<file path="src/rtl/cla_adder4_pkg.sv">
// Shared constants and the lookahead carry helper for the cla_adder4 family.
//   DEF_WIDTH  : default operand width
//   DEF_GROUP  : default bits per lookahead group
//   LA_MAX     : widest carry vector the helper can form; it bounds both GROUP
//                and the number of groups seen by the second-level lookahead
//   la_carries : closed-form carry vector c[0..LA_MAX] from (p, g, cin)
package cla_adder4_pkg;

  localparam int DEF_WIDTH = 4;
  localparam int DEF_GROUP = 4;
  localparam int LA_MAX    = 16;

  // c[i+1] = g[i] | p[i]g[i-1] | ... | p[i]..p[0]cin, each carry built as an
  // independent sum of products so that no carry depends on a lower one.
  // Callers zero-extend narrower p/g vectors and keep only the bits they need.
  function automatic logic [LA_MAX:0] la_carries(input logic [LA_MAX-1:0] p,
                                                 input logic [LA_MAX-1:0] g,
                                                 input logic              cin);
    logic [LA_MAX:0] c;
    logic            term;
    logic            prod;
    c    = '0;
    c[0] = cin;
    for (int i = 0; i < LA_MAX; i++) begin
      term = g[i];
      prod = p[i];
      for (int j = i - 1; j >= 0; j--) begin
        term = term | (prod & g[j]);
        prod = prod & p[j];
      end
      term     = term | (prod & cin);
      c[i + 1] = term;
    end
    return c;
  endfunction

endpackage

</file>
<file path="src/rtl/cla_group.sv">
// GROUP-bit carry-lookahead unit, purely combinational.
//   a, b    : operand slices
//   cin     : carry into the group
//   s       : sum slice
//   group_p : every bit of the group propagates
//   group_g : the group generates a carry on its own
//   cout    : carry out of the group
module cla_group
  import cla_adder4_pkg::*;
#(
  parameter int GROUP = DEF_GROUP
) (
  input  logic [GROUP-1:0] a,
  input  logic [GROUP-1:0] b,
  input  logic             cin,
  output logic [GROUP-1:0] s,
  output logic             group_p,
  output logic             group_g,
  output logic             cout
);

  logic [GROUP-1:0] p;
  logic [GROUP-1:0] g;
  logic [GROUP:0]   c;

  assign p = a ^ b;
  assign g = a & b;
  assign c = (GROUP + 1)'(la_carries(LA_MAX'(p), LA_MAX'(g), cin));

  assign s       = p ^ c[GROUP-1:0];
  assign cout    = c[GROUP];
  assign group_p = &p;
  // Group generate is the top carry of the same lookahead with cin forced low.
  assign group_g = 1'(la_carries(LA_MAX'(p), LA_MAX'(g), 1'b0) >> GROUP);

endmodule

</file>
<file path="src/rtl/cla_adder4.sv">
// Registered two-level carry-lookahead adder: {Cout, sum} = A + B + Cin.
//   clk, rst   : rising-edge clock, asynchronous active-high reset
//   in_valid   : A/B/Cin are valid this cycle
//   A, B, Cin  : unsigned addends and carry-in
//   sum, Cout  : registered result, one cycle after an accepted input
//   out_valid  : sum/Cout belong to an accepted input
//   grp_p/g    : registered block propagate/generate for cascading
module cla_adder4
  import cla_adder4_pkg::*;
#(
  parameter int WIDTH = DEF_WIDTH,
  parameter int GROUP = DEF_GROUP
) (
  input  logic             clk,
  input  logic             rst,
  input  logic             in_valid,
  input  logic [WIDTH-1:0] A,
  input  logic [WIDTH-1:0] B,
  input  logic             Cin,
  output logic [WIDTH-1:0] sum,
  output logic             Cout,
  output logic             out_valid,
  output logic             grp_p,
  output logic             grp_g
);

  localparam int NGRP = WIDTH / GROUP;

  logic [NGRP-1:0]  gp;
  logic [NGRP-1:0]  gg;
  logic [NGRP-1:0]  cout_unused;
  logic [NGRP:0]    gc;
  logic [WIDTH-1:0] sum_p0;
  logic             cout_p0;
  logic             blk_p_p0;
  logic             blk_g_p0;

  // Stage p0: group lookahead units and second-level lookahead.
  // Group carry-ins come from the group P/G terms, never from a neighbour's
  // cout, so the per-group cout outputs are not needed here.
  assign gc = (NGRP + 1)'(la_carries(LA_MAX'(gp), LA_MAX'(gg), Cin));

  for (genvar k = 0; k < NGRP; k++) begin : g_grp
    cla_group #(.GROUP(GROUP)) u_grp (
      .a       (A[k*GROUP +: GROUP]),
      .b       (B[k*GROUP +: GROUP]),
      .cin     (gc[k]),
      .s       (sum_p0[k*GROUP +: GROUP]),
      .group_p (gp[k]),
      .group_g (gg[k]),
      .cout    (cout_unused[k])
    );
  end

  assign cout_p0  = gc[NGRP];
  assign blk_p_p0 = &gp;
  assign blk_g_p0 = 1'(la_carries(LA_MAX'(gp), LA_MAX'(gg), 1'b0) >> NGRP);

  // Stage p0 -> output register; results hold while in_valid is low.
  always_ff @(posedge clk or posedge rst) begin
    if (rst) begin
      sum       <= '0;
      Cout      <= 1'b0;
      grp_p     <= 1'b0;
      grp_g     <= 1'b0;
      out_valid <= 1'b0;
    end else begin
      out_valid <= in_valid;
      if (in_valid) begin
        sum   <= sum_p0;
        Cout  <= cout_p0;
        grp_p <= blk_p_p0;
        grp_g <= blk_g_p0;
      end
    end
  end

endmodule

</file>
<file path="config.mk">
export PLATFORM = sky130hd
export DESIGN_NAME = cla_adder4
export DESIGN_NICKNAME = d
export VERILOG_FILES = /design/src/rtl/cla_adder4_pkg.sv /design/src/rtl/cla_group.sv /design/src/rtl/cla_adder4.sv
export SDC_FILE = /design/constraint.sdc
export NUM_CORES = 1
export LEC_CHECK = 0
export ABC_CLOCK_PERIOD_IN_PS = 1350
export CORE_AREA = 2 2 39 41
export CTS_CLUSTER_DIAMETER = 40
export DETAILED_ROUTE_END_ITERATION = 8
export DIE_AREA = 0 0 41 43
export PLACE_DENSITY = 0.72
export SYNTH_ARGS = -nofsm -noshare
export SYNTH_HDL_FRONTEND = slang
export SYNTH_HIERARCHICAL = 1
export SYNTH_SLANG_ARGS = --single-unit
</file>
<file path="constraint.sdc">
create_clock -name clk -period 1.35 [get_ports clk]
set_input_delay 0.27 -clock clk [delete_from_list [all_inputs] [get_ports clk]]
set_output_delay 0.27 -clock clk [all_outputs]
set_load 0.05 [all_outputs]
</file>
Word level (Yosys, flattened, before mapping). Index checks and enable logic that the tools add are counted.

Register bits after elaboration: 8. Bits of input ports: 12.

Bitwise operators: 28. Reduce and logical (&&, ||, !) cells: 1.

Operator list (number): bitwise AND 1 bit (15); bitwise OR 1 bit (10); bitwise XOR 4 bit (2); bitwise AND 4 bit (1); AND reduction 4 bit (1).

Longest topological paths before layout. Gate-level depths: netlist of run 1.

Depth in word-level cells: 6. Gate-level depth with buffers: 6.

Cells and area by module. Netlist of run 1, hierarchy kept.

By module, submodules not included: cla_adder4 (instances 1, cells an instance 19, area each 319.1 sq um); cla_group (instances 1, cells an instance 23, area each 195.2 sq um).

Worst setup path before layout of run 1. Ideal clock, no wire load.

Path type: input port to flip-flop. Start: in A[2]. End: reg sum[3]. Data arrival time: 1.302 ns. Data required time: 1.225 ns. Slack: -0.077 ns. Stages: 5. Cell sequence: ha_1 > a41oi_1 > o21ai_2 > xor2_1 > mux2_4.

Word-level cells in the longest chain between the ends: 6. Elaborated cells on any way between the ends: 11. Those cells by class: 11 x bitwise.

RTL lines: start: declaration (line cla_adder4.sv:17) `input logic [WIDTH-1:0] A,`; bitwise XOR 4 bit (line cla_group.sv:26) `assign p = a ^ b;`; bitwise AND 1 bit (on tied branches) (line cla_adder4_pkg.sv:28, cla_adder4_pkg.sv:29); bitwise OR 1 bit, or another cell as far along (line cla_adder4_pkg.sv:28) `term = term | (prod & g[j]);`; bitwise OR 1 bit or bitwise AND 1 bit (tied branches) (line cla_adder4_pkg.sv:28, cla_adder4_pkg.sv:31); bitwise OR 1 bit (*) (line cla_adder4_pkg.sv:31) `term = term | (prod & cin);`; bitwise XOR 4 bit (*) (line cla_group.sv:30) `assign s = p ^ c[GROUP-1:0];`; net sum_p0[3] (line cla_adder4.sv:33) `logic [WIDTH-1:0] sum_p0;`; end signal: assignment (line cla_adder4.sv:70) `sum <= sum_p0;`; end: declaration (line cla_adder4.sv:20) `output logic [WIDTH-1:0] sum,`.

The timed path passes the listed nets; every way through them passes the cells marked *. A chain may end at the register's enable or synchronous reset.

Worst setup path after layout of run 1.
Start: in B[3]. End: reg grp_g.

Word-level cells in the longest chain between the ends: 5. Elaborated cells on any way between the ends: 10. Those cells by class: 10 x bitwise.

RTL lines: start: declaration (line cla_adder4.sv:18) `input logic [WIDTH-1:0] B,`; bitwise XOR 4 bit (line cla_group.sv:26); bitwise AND 1 bit; bitwise OR 1 bit or bitwise AND 1 bit (tied branches) (2 in series); bitwise OR 1 bit (*); net blk_g_p0 (line cla_adder4.sv:36) `logic blk_g_p0;`; end signal: assignment (line cla_adder4.sv:73) `grp_g <= blk_g_p0;`; end: declaration (line cla_adder4.sv:24) `output logic grp_g`.

Marked as above.

==> results of run 1 <==
==> critical path, cell delays in order <==
cell	delay, ns
clkdlybuf4s50_1	0.50
ha_4	0.22
a21o_1	0.19
mux2_4	0.25
==> layout by cell type, fill, tap and decap left out, types with 3 or more instances in the layout <==
cell type and count:
buf_12 8, buf_4 4, clkbuf_2 3, clkbuf_4 3, clkdlybuf4s50_1 4, dfrtp_1 8, dlygate4sd2_1 3, ha_4 4
inv_1 6, mux2_4 6
==> layout make-up <==
type                       count  area, sq um
timing repair buffer          23          282
sequential                     8          200
fill                         106          485
multi-input combinational     26          352
tap                           16         20.0
clock buffer                   3         22.5
inverter                       6         22.5
==> sequential cells by signal, indices dropped and copies added, names as in the netlist <==
name	flops
sum	4
Cout	1
grp_g	1
grp_p	1
out_valid	1
==> final timing paths <==
| path | from | endpoint | slack (ns) | cells after the start |
|---|---|---|---|---|
| setup / recovery | B[3] | grp_g | 0.03 | 4 |
| hold / removal | rst | grp_p | 0.28 | 2 |
| setup reg to reg | grp_p | grp_p | 0.54 | 1 |
| hold reg to reg | sum[0] | sum[0] | 0.57 | 1 |
| max in group asynchronous | rst | sum[1] | 0.85 | 2 |
| min in group clk | sum[0] | sum[0] | 0.57 | 1 |
==> metal layers <==
| layer | wire [um] | vias up |
|---|---|---|
| met5 | 0 | - |
| met4 | 12 | 0 |
| met3 | 76 | 4 |
| met2 | 458 | 25 |
| met1 | 380 | 182 |
| li1 | - | 191 |
==> timing repair <==
action                     CTS  global route
setup endpoints to repair    7             6
buffers inserted             0             0
pin swaps                    4             4
resized for setup           14             7
hold buffers                 0             0
==> where the power goes <==
part | internal [mW] | leakage (nW) | switching [mW]
Clock | 0.101 | 0.0138 | 0.0648
Sequential | 0.281 | 0.0958 | 0.0448
Combinational | 0.290 | 0.312 | 0.247
==> metrics.txt, run 1 <==
Routed Antenna Nets 0; RD Place Congestion 0.695; leakage power 0.421 nW; mapped cell area 507 sq um; WHS 0.275 ns; VDD IR max 525 uV; Initial Util 0.366; global-route wire length before repair 1.51 mm; CP Max Fanout 3; Mapped Avg Cell Area 12.4 sq um; Crit. End Element flip-flop; status complete, no violations; synth warn 6; final worst clock skew 0 ns; M3 GR Usage 0.0314; max_slew headroom 0.801; Worst-Margin Slew 0.299 ns; vias in the first global route 352; total power 1.03 mW; Hold WC Path Type input port to asynchronous set/reset pin; GRT busiest layer met2; total grt overflow 0; port bufs 19; fin worst setup slack 0.0313 ns; Die Span Y 43 um; total negative slack 0 ns; vias per cell 4.90; Tmin final 1.32 ns; core area 1380 sq um; P per Cell Area 1150 nW/um^2; Max Cap Viol 0; crit path DAT 1.44 ns; dpl ws -0.519 ns; syn nets 59; share of cells above drive strength 1 0.530; via count 402; Die W 41 um; placed cell count 79; final critical-path share of the clock period 0.977; CP Launch Type input port; initial antenna violation count 0; Post-Route WL 927 um; Layout area overhead 77.3%; number of top-level pins 20; largest net degree at the start of global routing 10; standard-cell row count 14; Final Cell Area 898 sq um; Antenna diodes 0; worst setup path category input port to flip-flop; Final Hold Fails 0; clock slew seen by the registers of the worst setup and hold paths 0.05 ns; CTS tree done; WL/cell 11.3 um; Max Freq 758 MHz; final cell count without fillers 82; RSZ-0062 raised after global routing false; Final Max Tran Viols 0; Post-Route Utilization 0.649; CTS max path bufs 2; htree depth 1; clk sink count 8; DR pass1 iterations 5; CTS Root Cell clkbuf_4; DRC viols 0; GRT met1 Usage 0.168; CTS Buf Count 3; dpl cell area 852 sq um; Final #Nets 86; Worst-Skew Late Latency 0.24 ns; DRT iter0 DRCs 9; final count of negative-setup-slack endpoints 0; synthesized instance count 41; All-Layer GR Usage 0.122; critical path required time 1.47 ns; GR Util met2 0.191; post-DP HPWL 745 um; DIE AREA 1760 sq um
Note: power is estimated with default switching activity, not from simulation.
==> run 2, diff against run 1 <==
ABC_CLOCK_PERIOD_IN_PS = not set   (was 1350)
clock period = 1.6 ns   (was 1.35 ns; I/O delays follow)
==> run 2 against run 1 <==
  * Die area stayed put
  * Largest cell class unchanged
  * Global-route usage is 0.33 points lower
  * Via count is 6.2% lower
  * Sequential power is 21% lower
  * Worst hold slack better by 0.043 ns
  * Flip-flop and latch count stayed put
  * Sequential share of layout area is 3.0 points higher
  * Clock skew stayed put
  * Non-clock buffer count stayed put
==> metrics.txt, run 2 (same netlist as run 1, synthesis figures left out) <==
status complete, no violations; final worst clock skew 0 ns (unchanged); Final Hold Fails 0 (unchanged); CTS max path bufs 2 (unchanged); Layout area overhead 56.5%; core area 1380 sq um (unchanged); CP Max Fanout 3 (unchanged); RD Place Congestion 0.656 (-5.7%); internal power 0.481 mW (-28%); DRC viols 0 (unchanged); final count of negative-setup-slack endpoints 0 (unchanged); critical path's slowest cell clkdlybuf4s50_1; leakage power 0.388 nW (-7.9%); Final Cell Area 793 sq um (-12%); reg2reg end sum[3]; Die Span Y 43 um (unchanged); port bufs 19 (unchanged); flop2flop setup slack 0.84 ns (+0.30 ns); All-Layer GR Usage 0.119 (-0.00328); DR pass1 iterations 2 (-3); worst setup path category input port to flip-flop; total grt overflow 0 (unchanged); final critical-path share of the clock period 0.964; P per Cell Area 959 nW/um^2 (-16%); Final #Nets 86 (unchanged); Max Cap Viol 0 (unchanged); Worst-Skew Late Latency 0.24 ns (about the same); commonest non-fill, non-tap cell in the layout buf_4; clk sink count 8 (unchanged); share of cells above drive strength 1 0.439 (-0.0909); largest net degree at the start of global routing 10 (unchanged); sequential share of power 0.338 (+0.021); Post-CTS Setup Bufs 0 (unchanged); Sw Share 0.368 (+0.0210); max_slew headroom 0.815 (+0.0142); initial antenna violation count 0 (unchanged); register with the most flip-flops sum; crit path DAT 1.67 ns (+0.23 ns); DRT iter0 DRCs 2 (-7); CTS Root Cell clkbuf_4; Antenna diodes 0 (unchanged); max FFs per register 4 (unchanged); cells on worst reg2reg path 1 (unchanged); Switch Pwr 0.280 mW (-22%); via count 377 (-6.2%); Post-Route Utilization 0.573 (-0.0759); dpl cell area 716 sq um (-16%); standard-cell row count 14 (unchanged); total negative slack 0 ns (unchanged); critical path required time 1.73 ns (+0.26 ns); logic gate share of total power 0.475 (-0.047); most frequent cells in the layout 12 x buf_4, 8 x dfrtp_1, 7 x clkdlybuf4s50_1; CP Launch Type input port; Layout fillers 120 (+13%); Initial Util 0.366 (unchanged); CP peak stage delay 0.51 ns (about the same); global-route wire length before repair 1.44 mm (-4.6%); Final Max Tran Viols 0 (unchanged); Max Freq 648 MHz; Post-Route WL 889 um (-4.1%); WL/cell 10.8 um (-4.1%); htree depth 1 (unchanged); Crit. End Element flip-flop; Die W 41 um (unchanged); Routed Antenna Nets 0 (unchanged); Tmin final 1.54 ns; CTS tree done; Hold WC Path Type input port to asynchronous set/reset pin; DIE AREA 1760 sq um (unchanged); vias per cell 4.60 (-6.2%); Critical R2R Launch sum[3]; number of top-level pins 20 (unchanged); crit-path cells clkdlybuf4s50_1, ha_4, inv_1, o21bai_1, a21o_1, mux2_4; post-DP HPWL 716 um (-3.9%); Worst-Margin Slew 0.277 ns (-0.0213 ns); clock slew seen by the registers of the worst setup and hold paths 0.05 ns (about the same); WHS 0.318 ns (+0.0433 ns); CTS Buf Count 3 (unchanged); vias in the first global route 369 (+4.8%); clock power share 0.187 (+0.026); VDD IR max 323 uV (-38%)
-- run 2: changes by cell type in the layout (fill, tap and decap cells not counted), sizes merged --
| cell | previous run | this run |
|---|---|---|
| clkbuf | 6 | 3 |
| clkdlybuf4s15 | 1 | 0 |
| clkdlybuf4s50 | 4 | 7 |
| dlygate4sd2 | 3 | 4 |
-- run 2: metrics by stage --
step	worst slack (ns)	cells	power [mW]
6_report	0.0570	82	0.760
5_1_grt	-0.00240	82	0.802
4_1_cts	0.0411	82	0.767
3_5_place_dp	-0.355	79	0.603
3_3_place_gp	-0.357	79	0.600
2_1_floorplan	0.127	41	0.491
-- run 2: power groups by stage --
| stage | logic, mW | registers (mW) | clock network [mW] |
|---|---|---|---|
| after floorplan | 0.111 | 0.380 | 0 |
| after global placement | 0.340 | 0.259 | 0 |
| after detailed placement | 0.342 | 0.261 | 0 |
| after CTS | 0.358 | 0.258 | 0.151 |
| after global routing | 0.385 | 0.262 | 0.155 |
| final | 0.361 | 0.257 | 0.142 |
-- run 2: final cells by class --
| class | count | area, sq um | share of cell area |
|---|---|---|---|
| clock buffer | 3 | 22.5 | 0.0284 |
| inverter | 6 | 22.5 | 0.0284 |
| multi-input combinational | 26 | 333 | 0.420 |
| sequential | 8 | 200 | 0.252 |
| tap | 16 | 20.0 | 0.0252 |
| timing repair buffer | 23 | 195 | 0.246 |
-- run 2: critical path, delay by kind of cell --
family          cells  cell delay (ns)
fa+ha+maj           1             0.22
compound gates      2             0.29
mux                 1             0.25
buf+inv             2             0.59
-- run 2: how the worst max path moves through the flow --
| stage | from | to | slack [ns] |
|---|---|---|---|
| after floorplan | A[1] | grp_g | 0.13 |
| after CTS | B[2] | grp_g | 0.04 |
| final | B[2] | grp_g | 0.06 |
| after global placement | A[1] | grp_g | -0.36 |
| after global routing | B[2] | grp_g | -0.002 |
| after detailed placement | A[1] | grp_g | -0.35 |
-- run 2: what timing repair did --
action                                  CTS  global route
resized for setup                        10             1
hold buffers                              0             0
endpoints found under the setup margin    4             2
pin swaps                                 4             0
-- run 2: per-layer routing --
layer	share of wire	vias up	track usage
met3	0.075	0	0.0157
met2	0.49	14	0.172
met4	0	0	0.0800
met1	0.43	171	0.157
li1	-	192	-
met5	0	-	0
==> run 3, diff against run 2 <==
TNS_END_PERCENT = 30   (was not set)
==> results of run 3 <==
The final DEF is identical to that of run 2; final timing and power are the same.
